$ cat config.mk
export PLATFORM = sky130hd
export DESIGN_NAME = basket_controller
export DESIGN_NICKNAME = d
export VERILOG_FILES = /design/src/rtl/sale_terminal_pkg.sv /design/src/rtl/basket_store.sv /design/src/rtl/basket_controller.sv
export SDC_FILE = /design/constraint.sdc
export NUM_CORES = 1
export LEC_CHECK = 0
export ABC_CLOCK_PERIOD_IN_PS = 5200
export CORE_MARGIN = 2
export CORE_UTILIZATION = 55
export CTS_CLUSTER_DIAMETER = 50
export DETAILED_ROUTE_END_ITERATION = 6
export PLACE_DENSITY_LB_ADDON = 0.3
export SLEW_MARGIN = 20
export SYNTH_ARGS = -nofsm -noshare
export SYNTH_HDL_FRONTEND = slang
export SYNTH_SLANG_ARGS = --single-unit
$ cat constraint.sdc
create_clock -name CLK -period 5.2 [get_ports CLK]
set_input_delay 0.52 -clock CLK [delete_from_list [all_inputs] [get_ports CLK]]
set_output_delay 0.52 -clock CLK [all_outputs]
set_load 0.01 [all_outputs]
$ cat src/rtl/sale_terminal_pkg.sv
// Shared constants, price table and enums for the sale-terminal
// selection logic.
package sale_terminal_pkg;

   localparam int GRID_COLS    = 4;
   localparam int GRID_ROWS    = 3;
   localparam int BASKET_DEPTH = 12;
   localparam int PRICE_W      = 16;

   localparam logic [PRICE_W-1:0] PRICE [12] = '{
      16'd5,  16'd10, 16'd15, 16'd20,
      16'd25, 16'd30, 16'd35, 16'd40,
      16'd45, 16'd50, 16'd55, 16'd60
   };

   typedef enum logic {IDLE, COMPACT} state_t;

   typedef enum logic [2:0] {
      A_NONE, A_CLR, A_SEL, A_LEFT, A_RIGHT, A_UP, A_DOWN
   } act_t;

   // Keep the basket cursor inside a list that just shrank to n entries.
   function automatic logic [3:0] fix_b(input logic [3:0] b,
                                        input logic [3:0] n);
      if (n == 4'd0) return 4'd0;
      if (b >= n) return n - 4'd1;
      return b;
   endfunction

endpackage

$ cat src/rtl/basket_store.sv
// Basket register file: one write port, one shift-down port and two
// combinational read ports.
module basket_store
   import sale_terminal_pkg::*;
(
   input  logic       clk,
   input  logic       rst_n,
   input  logic       wr_en,
   input  logic [3:0] wr_idx,
   input  logic [3:0] wr_data,
   input  logic       shift_en,
   input  logic [3:0] shift_idx,
   input  logic [3:0] rd_idx,
   output logic [3:0] rd_data,
   input  logic [3:0] sel_idx,
   output logic [3:0] sel_data
);

   localparam logic [3:0] LAST = 4'(BASKET_DEPTH - 1);

   logic [3:0] mem [BASKET_DEPTH];

   always_ff @(posedge clk or negedge rst_n) begin
      if (!rst_n) begin
         for (int i = 0; i < BASKET_DEPTH; i++) mem[i] <= '0;
      end else if (wr_en && wr_idx <= LAST) begin
         mem[wr_idx] <= wr_data;
      end else if (shift_en && shift_idx < LAST) begin
         mem[shift_idx] <= mem[shift_idx + 4'd1];
      end
   end

   assign rd_data  = (rd_idx <= LAST) ? mem[rd_idx] : '0;
   assign sel_data = (sel_idx <= LAST) ? mem[sel_idx] : '0;

endmodule

$ cat src/rtl/basket_controller.sv
// Sale-terminal selection sequencer: grid cursor, basket list with
// compacting removal, running total and highlight vector.
module basket_controller #(
   parameter int NUM_PRODUCTS = 12,
   parameter int GRID_COLS    = 4,
   parameter int GRID_ROWS    = 3,
   parameter int BASKET_DEPTH = 12,
   parameter int PRICE_WIDTH  = 16
) (
   input  logic                    CLK,
   input  logic                    RST_N,
   input  logic                    BTN_Left,
   input  logic                    BTN_Right,
   input  logic                    BTN_Up,
   input  logic                    BTN_Down,
   input  logic                    BTN_Select,
   input  logic                    SW2,
   input  logic                    Clear,
   input  logic [3:0]              BasketRdIdx,
   output logic [3:0]              BasketRdID,
   output logic [NUM_PRODUCTS-1:0] HighlightedProductList,
   output logic [3:0]              BasketProductNum,
   output logic [PRICE_WIDTH-1:0]  TotalPrice,
   output logic                    BasketFull,
   output logic                    Busy
);
   import sale_terminal_pkg::*;

   localparam logic [3:0] COLS  = 4'(GRID_COLS);
   localparam logic [3:0] LASTC = 4'(GRID_COLS - 1);
   localparam logic [3:0] LASTR = 4'(GRID_ROWS - 1);
   localparam logic [3:0] WRAP  = 4'(GRID_COLS * (GRID_ROWS - 1));
   localparam logic [3:0] DEPTH = 4'(BASKET_DEPTH);

   state_t                  state;
   act_t                    act;
   logic [4:0]              btn, btn_d, press;
   logic [3:0]              g, b, k, count;
   logic [3:0]              col, row, g_l, g_r, g_u, g_d, b_dec, b_inc;
   logic [3:0]              rd_id, sel_id;
   logic [PRICE_WIDTH-1:0]  total;
   logic [NUM_PRODUCTS-1:0] hl;
   logic                    sw2_reg, wr_en, shift_en;

   assign btn   = {BTN_Down, BTN_Up, BTN_Right, BTN_Left, BTN_Select};
   assign press = btn & ~btn_d;

   always_comb begin
      act = A_NONE;
      if (state == IDLE) begin
         if (Clear)         act = A_CLR;
         else if (press[0]) act = A_SEL;
         else if (press[1]) act = A_LEFT;
         else if (press[2]) act = A_RIGHT;
         else if (press[3]) act = A_UP;
         else if (press[4]) act = A_DOWN;
      end
   end

   // Row-local wrap for left/right, column-local wrap for up/down.
   assign col   = g % COLS;
   assign row   = g / COLS;
   assign g_l   = (col == 4'd0) ? g + LASTC : g - 4'd1;
   assign g_r   = (col == LASTC) ? g - LASTC : g + 4'd1;
   assign g_u   = (row == 4'd0) ? g + WRAP : g - COLS;
   assign g_d   = (row == LASTR) ? g - WRAP : g + COLS;
   assign b_dec = (b == 4'd0) ? b : b - 4'd1;
   assign b_inc = (b + 4'd1 < count) ? b + 4'd1 : b;

   assign wr_en    = (act == A_SEL) && !SW2 && (count < DEPTH);
   assign shift_en = (state == COMPACT);

   basket_store u_store (
      .clk       (CLK),
      .rst_n     (RST_N),
      .wr_en     (wr_en),
      .wr_idx    (count),
      .wr_data   (g),
      .shift_en  (shift_en),
      .shift_idx (k),
      .rd_idx    (BasketRdIdx),
      .rd_data   (rd_id),
      .sel_idx   (b),
      .sel_data  (sel_id)
   );

   always_ff @(posedge CLK or negedge RST_N) begin
      if (!RST_N) begin
         state   <= IDLE;
         btn_d   <= '0;
         sw2_reg <= 1'b0;
         g       <= '0;
         b       <= '0;
         k       <= '0;
         count   <= '0;
         total   <= '0;
         hl      <= NUM_PRODUCTS'(1);
      end else begin
         btn_d   <= btn;
         sw2_reg <= SW2;
         if (!sw2_reg)          hl <= NUM_PRODUCTS'(1) << g;
         else if (count != '0)  hl <= NUM_PRODUCTS'(1) << b;
         else                   hl <= '0;
         unique case (state)
            IDLE: begin
               unique case (act)
                  A_NONE: ;
                  A_CLR: begin
                     count <= '0;
                     total <= '0;
                     b     <= '0;
                  end
                  A_SEL: begin
                     if (!SW2) begin
                        if (count < DEPTH) begin
                           count <= count + 4'd1;
                           total <= total + PRICE_WIDTH'(PRICE[g]);
                        end
                     end else if (count != '0) begin
                        total <= total - PRICE_WIDTH'(PRICE[sel_id]);
                        k     <= b;
                        if (b == count - 4'd1) begin
                           count <= count - 4'd1;
                           b     <= fix_b(b, count - 4'd1);
                        end else begin
                           state <= COMPACT;
                        end
                     end
                  end
                  A_LEFT:  if (!SW2) g <= g_l; else b <= b_dec;
                  A_RIGHT: if (!SW2) g <= g_r; else b <= b_inc;
                  A_UP:    if (!SW2) g <= g_u; else b <= b_dec;
                  A_DOWN:  if (!SW2) g <= g_d; else b <= b_inc;
                  default: ;
               endcase
            end
            COMPACT: begin
               k <= k + 4'd1;
               if (k + 4'd1 == count - 4'd1) begin
                  count <= count - 4'd1;
                  b     <= fix_b(b, count - 4'd1);
                  state <= IDLE;
               end
            end
            default: state <= IDLE;
         endcase
      end
   end

   assign BasketRdID             = (BasketRdIdx < count) ? rd_id : '0;
   assign HighlightedProductList = hl;
   assign BasketProductNum       = count;
   assign TotalPrice             = total;
   assign BasketFull             = (count == DEPTH);
   assign Busy                   = (state == COMPACT);

endmodule

==> flow_metrics.py, run 1 <==
metrics = {
    "run_status": {
        "outcome": "complete, no violations",
    },
    "power_and_ir_drop": {
        "power.leakage_nw": 3.98,
        "power_mw": 5.48,
        "max-vdd-ir-drop_mv": 0.448,
        "p_per_area_mw_per_mm2": 618,
    },
    "sta": {
        "worstMarginPinSlew_ns": 1.01,
        "max_freq_mhz": 211,
        "skew_ns": 0.00774,
        "fin_tns_setup_ns": 0,
        "drv_slew": 0,
        "finalCritPeriodShare_pct": 91.0,
        "hold_viol": 0,
        "period_needed_ns": 4.73,
        "timing.slew.headroom_pct": 31.8,
        "rsz0062_at_grt": "no",
        "setup_viol": 0,
    },
    "clock_network": {
        "cts_tree": "yes",
        "root_buffer": "clkbuf_16",
        "htreeDepth": 3,
        "ctsHoldBuffers": 0,
        "clkSinkCount": 99,
        "clkSlewWorstSetupHoldPaths_ns": 0.08,
        "cts_made_buffers": 9,
        "insertion_delay_ns": 0.36,
        "clock_path_buffers": 2,
        "post-cts-setup-buffer-count": 0,
        "ctsResizeCount": 0,
    },
    "logic_synthesis": {
        "synth_flop_cell": "dfrtp_1",
        "synth_cell_types": 77,
        "syn-cell-area_mm2": 0.00796,
        "synth_nets": 916,
        "async_reset_ff_share_pct": 100,
        "syn_avg_cell_area_um2": 9.48,
        "syn_inst": 840,
        "yosysWarnings": 0,
        "synth_seq_cells": 99,
        "synth_edf_count": 0,
        "yosysSeqAreaShare_pct": 31.1,
    },
    "final_layout": {
        "drive_gt1_share_pct": 8.51,
        "diodes": 0,
        "fillers": 1178,
        "area.growth.synth_to_final_pct": 11.4,
        "nNetsFinal": 941,
        "largest_register": "u_store.mem",
        "final_common_cell": "dfrtp_1",
        "largest_register_ffs": 48,
        "final_cell_mix": "dfrtp_1, nand2_1, ha_1, o21ai_0, inv_1",
    },
    "setup_path": {
        "crit_type": "reg2reg",
        "regToRegSetupSlack_ns": 0.47,
        "critPathMaxFanout": 19,
        "worstReg2RegStart": "b[1]",
        "arrival_ns": 4.99,
        "end_kind": "flip-flop",
        "critPathRequiredTime_ns": 5.46,
        "critPathLaunchType": "flip-flop",
        "worstReg2RegEnd": "TotalPrice[9]",
        "worstRegToRegCells": 15,
    },
    "routing": {
        "routed_wl_um": 23300,
        "final_antenna_net_count": 0,
        "via_per_inst": 6.90,
        "post_drt_wl_per_cell_um": 22.2,
        "drc": 0,
        "dr.pass1.iters": 7,
        "drt_iter0_markers": 825,
        "num_vias": 7243,
    },
    "min_path": {
        "hp-class": "in2async",
    },
    "global_route": {
        "grt_pass1_wl_um": 37500,
        "grt_pass1_vias": 7114,
        "track_usage_pct": 30.2,
        "grt_antenna_before_repair": 0,
        "grt_max_degree": 52,
        "overflow": 0,
    },
    "floorplanning": {
        "initial_core_util_pct": 56.9,
        "die_x_um": 124,
        "ios": 51,
        "die_y_um": 124,
        "core_area_mm2": 0.0140,
        "dieArea_mm2": 0.0155,
        "row_count": 43,
    },
    "placed_design": {
        "port_buffers": 50,
        "gp_congestion": 1.02,
        "dp_hpwl_um": 17000,
    },
    "run": {
        "drv_cap": 0,
    },
}
[metrics by stage]
stage / hold slack, ns / cell area [um^2] / cells / worst slack, ns / util (%)
final: 0.194 / 8870 / 1050 / 0.470 / 63.4
after global routing: 0.249 / 8870 / 1050 / 0.113 / 63.4
after CTS: 0.224 / 8870 / 1050 / 0.516 / 63.4
after detailed placement: 0.511 / 8560 / 1034 / 0.528 / 61.2
after global placement: 0.487 / 8560 / 1034 / 0.741 / 61.2
after floorplan: 0.224 / 7960 / 840 / 0.930 / -
[layer usage]
layer	GRT usage, %	share of wire [%]	vias up
met3	5.80	10	77
met2	47.1	46	424
met4	13.0	3.7	0
met5	0	0	-
met1	41.2	40	3531
li1	-	-	3211
[cell usage after synthesis (11+ instances only)]
| cell type | count | area, um^2 |
|---|---|---|
| nand3_1 | 21 | 105 |
| xnor2_1 | 16 | 140 |
| nand2_1 | 88 | 330 |
| nand2b_1 | 13 | 81.3 |
| nor2_1 | 49 | 184 |
| o21ai_0 | 56 | 280 |
| xor2_1 | 11 | 96.3 |
| clkbuf_1 | 30 | 113 |
| dfrtp_1 | 98 | 2450 |
| ha_1 | 61 | 763 |
| mux2i_1 | 15 | 150 |
| inv_1 | 52 | 195 |
| a22o_1 | 12 | 105 |
| mux4_1 | 11 | 289 |
| o211ai_1 | 12 | 90.1 |
| a31oi_1 | 11 | 68.8 |
| a22oi_1 | 22 | 165 |
| nor2b_1 | 13 | 81.3 |
| mux4_2 | 25 | 563 |
| buf_2 | 13 | 65.1 |
| nor3_1 | 18 | 90.1 |
| a222oi_1 | 11 | 110 |
| a21oi_1 | 29 | 145 |
[cells by family (layout without fill, tap and decap cells)]
logic type	count (synthesis)	after routing	synth area share [%]
multiplexers	52	52	12.7
flip-flops	99	99	31.1
XOR/XNOR	29	29	3.52
adder cells (fa/ha/maj)	63	63	10.1
AO/OA/AOI/OAI	241	241	21.5
AND/OR/NAND/NOR	254	254	15.8
buffers and inverters	102	132	5.33
[worst max-delay path: stages (launching register included)]
cell and delay [ns]:
dfrtp_1 1.00, mux4_2 0.60, mux2i_1 0.16, o22ai_1 0.18, inv_1 0.16, ha_1 0.27
o21ai_0 0.25, mux2i_1 0.12, a21oi_1 0.19, ha_1 0.30, o2111a_1 0.20, o21ai_0 0.30
a21oi_1 0.16, o21a_1 0.19, or3_1 0.30, a32o_1 0.25
[worst max path at each step]
stage / startpoint / endpoint / slack [ns] / depth (start not counted)
floorplan: g[0] / TotalPrice[9] / 0.93 / 20
global placement: b[1] / TotalPrice[9] / 0.74 / 14
detailed placement: b[1] / TotalPrice[9] / 0.53 / 15
CTS: b[1] / TotalPrice[9] / 0.52 / 15
global route: b[1] / TotalPrice[9] / 0.11 / 16
finish: b[1] / TotalPrice[9] / 0.47 / 15
[layout make-up]
cell class	count	area (um^2)	area share, %
multi-input cells	639	5060	57.1
repair buffers	63	596	6.71
well taps	180	225	2.54
clock inverters	7	85.1	0.959
flip-flops and latches	99	2480	27.9
clock buffers	9	225	2.54
inverters	53	199	2.24
[power by group]
group / internal, mW / switching (mW) / total (mW)
Combinational: 1.43 / 1.87 / 3.30
Clock: 0.383 / 0.335 / 0.719
Sequential: 1.00 / 0.458 / 1.46
Total: 2.82 / 2.66 / 5.48
(Power assumes the default switching activity.)
==> inputs of run 2 (changes only) <==
--- a/config.mk
+++ b/config.mk
@@ -11,6 +11,8 @@
 export CTS_CLUSTER_DIAMETER = 50
 export DETAILED_ROUTE_END_ITERATION = 6
 export PLACE_DENSITY_LB_ADDON = 0.3
+export RECOVER_POWER = 25
+export SETUP_SLACK_MARGIN = 0.2
 export SLEW_MARGIN = 20
 export SYNTH_ARGS = -nofsm -noshare
 export SYNTH_HDL_FRONTEND = slang
==> run 2 against run 1 <==
  * The run now ends with max-capacitance violations, max-slew violations left
  * Sequential power about the same
  * Flip-flop and latch count unchanged
  * Combinational power about the same
  * Via count about the same
  * Critical path depth unchanged
  * Core utilization down 0.063 points
  * Register-to-register slack better by 0.26 ns
  * Non-clock buffer count unchanged
  * Global-route usage unchanged
  * Sequential share of layout area about the same
  * Critical path type unchanged
  * Critical endpoint unchanged
  * Largest cell class unchanged
==> flow_metrics.py, run 2 (synthesized netlist as in run 1, its figures left out) <==
metrics = {
    "run_status": {
        "outcome": "finished, violations left",
        "violations": "max-capacitance violations, max-slew violations",
    },
    "sta": {
        "drv_slew": 52,
        "skew_ns": 0.00870,
        "period_needed_ns": 4.47,
        "finalCritPeriodShare_pct": 86.0,
        "max_freq_mhz": 224,
        "rsz0062_at_grt": "no",
        "timing.slew.headroom_pct": -94.0,
        "hold_viol": 0,
        "worstMarginPinSlew_ns": 2.91,
        "fin_tns_setup_ns": 0,
        "setup_viol": 0,
    },
    "placed_design": {
        "dp_hpwl_um": 17000,
        "dp.cells": 1034,
        "gp_congestion": 1.02,
        "port_buffers": 50,
    },
    "run": {
        "drv_cap": 1,
    },
    "floorplanning": {
        "die_x_um": 124,
        "core_area_mm2": 0.0140,
        "ios": 51,
        "row_count": 43,
        "die_y_um": 124,
        "dieArea_mm2": 0.0155,
        "initial_core_util_pct": 56.9,
    },
    "global_route": {
        "grt_antenna_before_repair": 0,
        "track_usage_pct": 30.2,
        "grt_pass1_vias": 7114,
        "overflow": 0,
        "grt_max_degree": 52,
        "grt_pass1_wl_um": 37500,
    },
    "final_layout": {
        "drive_gt1_share_pct": 8.39,
        "diodes": 0,
        "nNetsFinal": 941,
        "final_common_cell": "dfrtp_1",
        "largest_register": "u_store.mem",
        "final_cell_mix": "dfrtp_1, nand2_1, ha_1, o21ai_0, inv_1",
        "largest_register_ffs": 48,
        "area.growth.synth_to_final_pct": 11.3,
        "fin_cells": 1050,
    },
    "setup_path": {
        "crit_type": "reg2reg",
        "slowest_delay_ns": 0.78,
        "crit_buf_inv": 2,
        "critPathMaxFanout": 14,
        "critPathLaunchType": "flip-flop",
        "arrival_ns": 4.73,
        "crit_chain": "inv_1 -> mux2i_1 -> o22ai_1 -> inv_1 -> ha_1 -> o21ai_0 -> mux2i_1 -> a21oi_1 -> ha_1 -> o2111a_1 -> o21ai_0 -> a21oi_1 -> o21a_1 -> or3_1 -> a32o_1",
        "critPathRequiredTime_ns": 5.46,
        "end_kind": "flip-flop",
        "crit_family": "compound AO/OA/AOI/OAI gates",
        "slowest_stage": "dfrtp_1",
    },
    "routing": {
        "routed_wl_um": 23500,
        "drc": 0,
        "dr.pass1.iters": 6,
        "via_per_inst": 6.90,
        "num_vias": 7240,
        "drt_iter0_markers": 876,
        "post_drt_wl_per_cell_um": 22.4,
        "final_antenna_net_count": 0,
    },
    "min_path": {
        "hp-class": "reg2reg",
    },
    "clock_network": {
        "post-cts-setup-buffer-count": 0,
        "clkSinkCount": 99,
        "insertion_delay_ns": 0.36,
        "htreeDepth": 3,
        "clkSlewWorstSetupHoldPaths_ns": 0.08,
        "clock_path_buffers": 2,
        "cts_made_buffers": 9,
        "root_buffer": "clkbuf_16",
        "cts_tree": "yes",
        "ctsResizeCount": 0,
        "ctsHoldBuffers": 0,
    },
    "power_and_ir_drop": {
        "power.leakage_nw": 3.97,
        "max-vdd-ir-drop_mv": 0.449,
        "p_per_area_mw_per_mm2": 619,
    },
}
-- run 2: metal layers --
metal | part of all wire, % | vias up | track usage, %
met5 | 0 | - | 0
met2 | 46 | 428 | 47.1
met4 | 3.7 | 0 | 13.0
met3 | 9.4 | 79 | 5.80
li1 | - | 3199 | -
met1 | 41 | 3534 | 41.2
-- run 2: final cells by class --
class | instances | area (um^2)
flip-flops and latches | 99 | 2480
multi-input cells | 639 | 5060
clock inverters | 7 | 85.1
fillers | 1180 | 5120
well taps | 180 | 225
repair buffers | 63 | 586
inverters | 53 | 199
clock buffers | 9 | 225
-- run 2: worst reg2reg max path: cells and delay by family (launching register included) --
kind	cells	cell delay (ns)
compound gates	8	1.86
flops	1	0.78
fa+ha+maj	2	0.65
buf+inv	2	0.47
mux	2	0.31
simple gates	1	0.30
-- run 2: where the power goes --
group,internal [mW],switching [mW],total (mW)
combinational,1.43,1.87,3.30
sequential,1.01,0.459,1.46
clock,0.383,0.337,0.721
total,2.82,2.67,5.49
-- run 2: stage by stage --
step	total power, mW	cell area, um^2	setup WS [ns]	util [%]	hold WS, ns
finish	5.49	8860	0.728	63.4	0.514
CTS	5.40	8870	0.516	63.4	0.224
global route	5.83	8860	0.407	63.4	0.558
detailed placement	4.67	8560	0.528	61.2	0.511
global placement	4.53	8560	0.741	61.2	0.487
floorplan	3.71	7960	0.930	-	0.224
-- run 2: worst paths after layout --
kind | start | endpoint | slack, ns | depth (start not counted)
hold / removal | TotalPrice[0] | TotalPrice[0] | 0.51 | 2
max in group asynchronous | RST_N | u_store.mem[28] | 1.68 | 2
setup / recovery | b[3] | TotalPrice[9] | 0.73 | 15
setup reg to reg | b[3] | TotalPrice[9] | 0.73 | 15
min in group asynchronous | RST_N | TotalPrice[8] | 1.09 | 1
hold reg to reg | TotalPrice[0] | TotalPrice[0] | 0.51 | 2
==> inputs of run 3 (changes only) <==
--- a/config.mk
+++ b/config.mk
@@ -6,11 +6,12 @@
 export NUM_CORES = 1
 export LEC_CHECK = 0
 export ABC_CLOCK_PERIOD_IN_PS = 5200
+export CAP_MARGIN = 20
 export CORE_MARGIN = 2
 export CORE_UTILIZATION = 55
 export CTS_CLUSTER_DIAMETER = 50
 export DETAILED_ROUTE_END_ITERATION = 6
-export PLACE_DENSITY_LB_ADDON = 0.3
+export PLACE_DENSITY = 0.75
 export RECOVER_POWER = 25
 export SETUP_SLACK_MARGIN = 0.2
 export SLEW_MARGIN = 20
==> run 3 against run 2 <==
  * The run still ends with max-capacitance violations, max-slew violations left
  * Critical path type unchanged
  * Flip-flop and latch count is the same
  * Die area unchanged
  * Sequential power hardly changed
  * Non-clock buffer count down 1
  * Clock power fell by 8.7%
  * Register-to-register slack worse by 0.20 ns
  * Hold slack got worse by 0.0043 ns
  * Clock skew is 0.00074 ns higher
==> flow_metrics.py, run 3 (synthesized netlist as in run 1, its figures left out) <==
metrics = {
    "sta": {
        "worstMarginPinSlew_ns": 2.84,
        "skew_ns": 0.00944,
        "whs_ns": 0.510,
        "setup_viol": 0,
        "period_needed_ns": 4.67,
        "fin_tns_setup_ns": 0,
        "timing.slew.headroom_pct": -89.2,
        "hold_viol": 0,
        "max_freq_mhz": 214,
        "drv_slew": 50,
        "finalCritPeriodShare_pct": 89.8,
        "rsz0062_at_grt": "no",
    },
    "clock_network": {
        "htreeDepth": 3,
        "cts_made_buffers": 9,
        "clkSinkCount": 99,
        "cts_tree": "yes",
        "ctsHoldBuffers": 0,
        "clock_path_buffers": 2,
        "root_buffer": "clkbuf_16",
        "ctsResizeCount": 0,
        "insertion_delay_ns": 0.36,
        "clkSlewWorstSetupHoldPaths_ns": 0.07,
        "post-cts-setup-buffer-count": 0,
    },
    "floorplanning": {
        "ios": 51,
        "initial_core_util_pct": 56.9,
        "die_x_um": 124,
        "core_area_mm2": 0.0140,
        "die_y_um": 124,
        "row_count": 43,
        "dieArea_mm2": 0.0155,
    },
    "run": {
        "drv_cap": 1,
    },
    "routing": {
        "dr_wl_met2_um": 10500,
        "num_vias": 7214,
        "wl_met1_um": 9540,
        "drc": 0,
        "routed_wl_um": 23100,
        "final_antenna_net_count": 0,
        "maxUsedRoutingLayer": "met4",
        "via_per_inst": 6.88,
        "dr.pass1.iters": 6,
        "drt_iter0_markers": 844,
        "wl_met3_um": 2410,
        "post_drt_wl_per_cell_um": 22.1,
    },
    "placed_design": {
        "dp_hpwl_um": 16800,
        "dp.cells": 1033,
        "gp_congestion": 0.994,
        "port_buffers": 50,
    },
    "final_layout": {
        "largest_register_ffs": 48,
        "largest_register": "u_store.mem",
        "fin_cells": 1049,
        "drive_gt1_share_pct": 8.17,
        "area.growth.synth_to_final_pct": 10.9,
        "diodes": 0,
        "fillers": 1153,
        "nNetsFinal": 940,
        "fin_util_pct": 63.1,
        "final_common_cell": "dfrtp_1",
        "final_cell_mix": "dfrtp_1, nand2_1, ha_1, o21ai_0, inv_1",
    },
    "setup_path": {
        "slowest_stage": "dfrtp_1",
        "crit_chain": "mux4_2 -> mux2i_1 -> o22ai_1 -> inv_1 -> ha_1 -> o21ai_0 -> mux2i_1 -> a21oi_1 -> ha_1 -> o2111a_1 -> o21ai_0 -> a21oi_1 -> o21a_1 -> or3_1 -> a32o_1",
        "crit_type": "reg2reg",
        "end_kind": "flip-flop",
        "arrival_ns": 4.92,
        "critPathLaunchType": "flip-flop",
        "slowest_delay_ns": 0.99,
        "crit_start": "b[1]",
        "worstReg2RegStart": "b[1]",
        "critPathRequiredTime_ns": 5.45,
        "critPathMaxFanout": 19,
    },
    "global_route": {
        "track_usage_pct": 30.1,
        "grt_antenna_before_repair": 0,
        "grt_pass1_wl_um": 37200,
        "overflow": 0,
        "grt_max_degree": 52,
        "grt_pass1_vias": 7022,
    },
    "run_status": {
        "violations": "max-capacitance violations, max-slew violations",
        "outcome": "finished, violations left",
    },
    "power_and_ir_drop": {
        "power_mw": 5.42,
        "max-vdd-ir-drop_mv": 0.388,
        "p_per_area_mw_per_mm2": 614,
        "power.leakage_nw": 3.94,
    },
    "min_path": {
        "hp-class": "reg2reg",
        "hold_start": "TotalPrice[0]",
    },
}
run 3: cell count changes in the layout (fill, tap and decap cells not counted):
| cell | change |
|---|---|
| inv_6 | +1 |
| clkinv_4 | -1 |
| dfrtp_1 | +1 |
| bufinv_16 | -1 |
| buf_4 | -1 |
| inv_8 | -1 |
| dfrtp_2 | -1 |
| clkinvlp_4 | +2 |
run 3: routing by layer:
layer | vias up | global-route usage, %
li1 | 3201 | -
met2 | 423 | 45.5
met3 | 65 | 9.15
met5 | - | 0
met4 | 0 | 11.7
met1 | 3525 | 40.7
run 3: per-stage QoR:
stage,worst slack (ns),instance area (um^2)
after CTS,0.589,8840
after floorplan,0.930,7960
final,0.528,8830
after global placement,0.766,8560
after detailed placement,0.580,8560
after global routing,0.202,8830
run 3: report_power, final:
part           switching [mW]  internal (mW)
logic                    1.90           1.42
clock network           0.326          0.331
registers               0.434           1.01
run 3: final timing paths:
kind,to,slack (ns),cells past startpoint
max,TotalPrice[9],0.53,15
min,TotalPrice[0],0.51,2
max reg2reg,TotalPrice[9],0.53,15
min reg2reg,TotalPrice[0],0.51,2
max in group asynchronous,u_store.mem[25],1.72,2
min in group asynchronous,TotalPrice[10],1.06,1
run 3: worst max-delay path, delay by kind of cell (launching register included):
family          cells  cell delay [ns]
compound gates      8             1.65
fa+ha+maj           2             0.59
buf+inv             1             0.16
flops               1             0.99
mux                 3             0.83
simple gates        1             0.32
run 3: final cells by class:
type	instances	area, um^2	share of cell area, %
multi-input combinational	639	5060	57.4
clock inverter	7	58.8	0.666
clock buffer	9	225	2.55
timing repair buffer	62	578	6.55
inverter	53	199	2.25
sequential	99	2480	28.1
tap	180	225	2.55
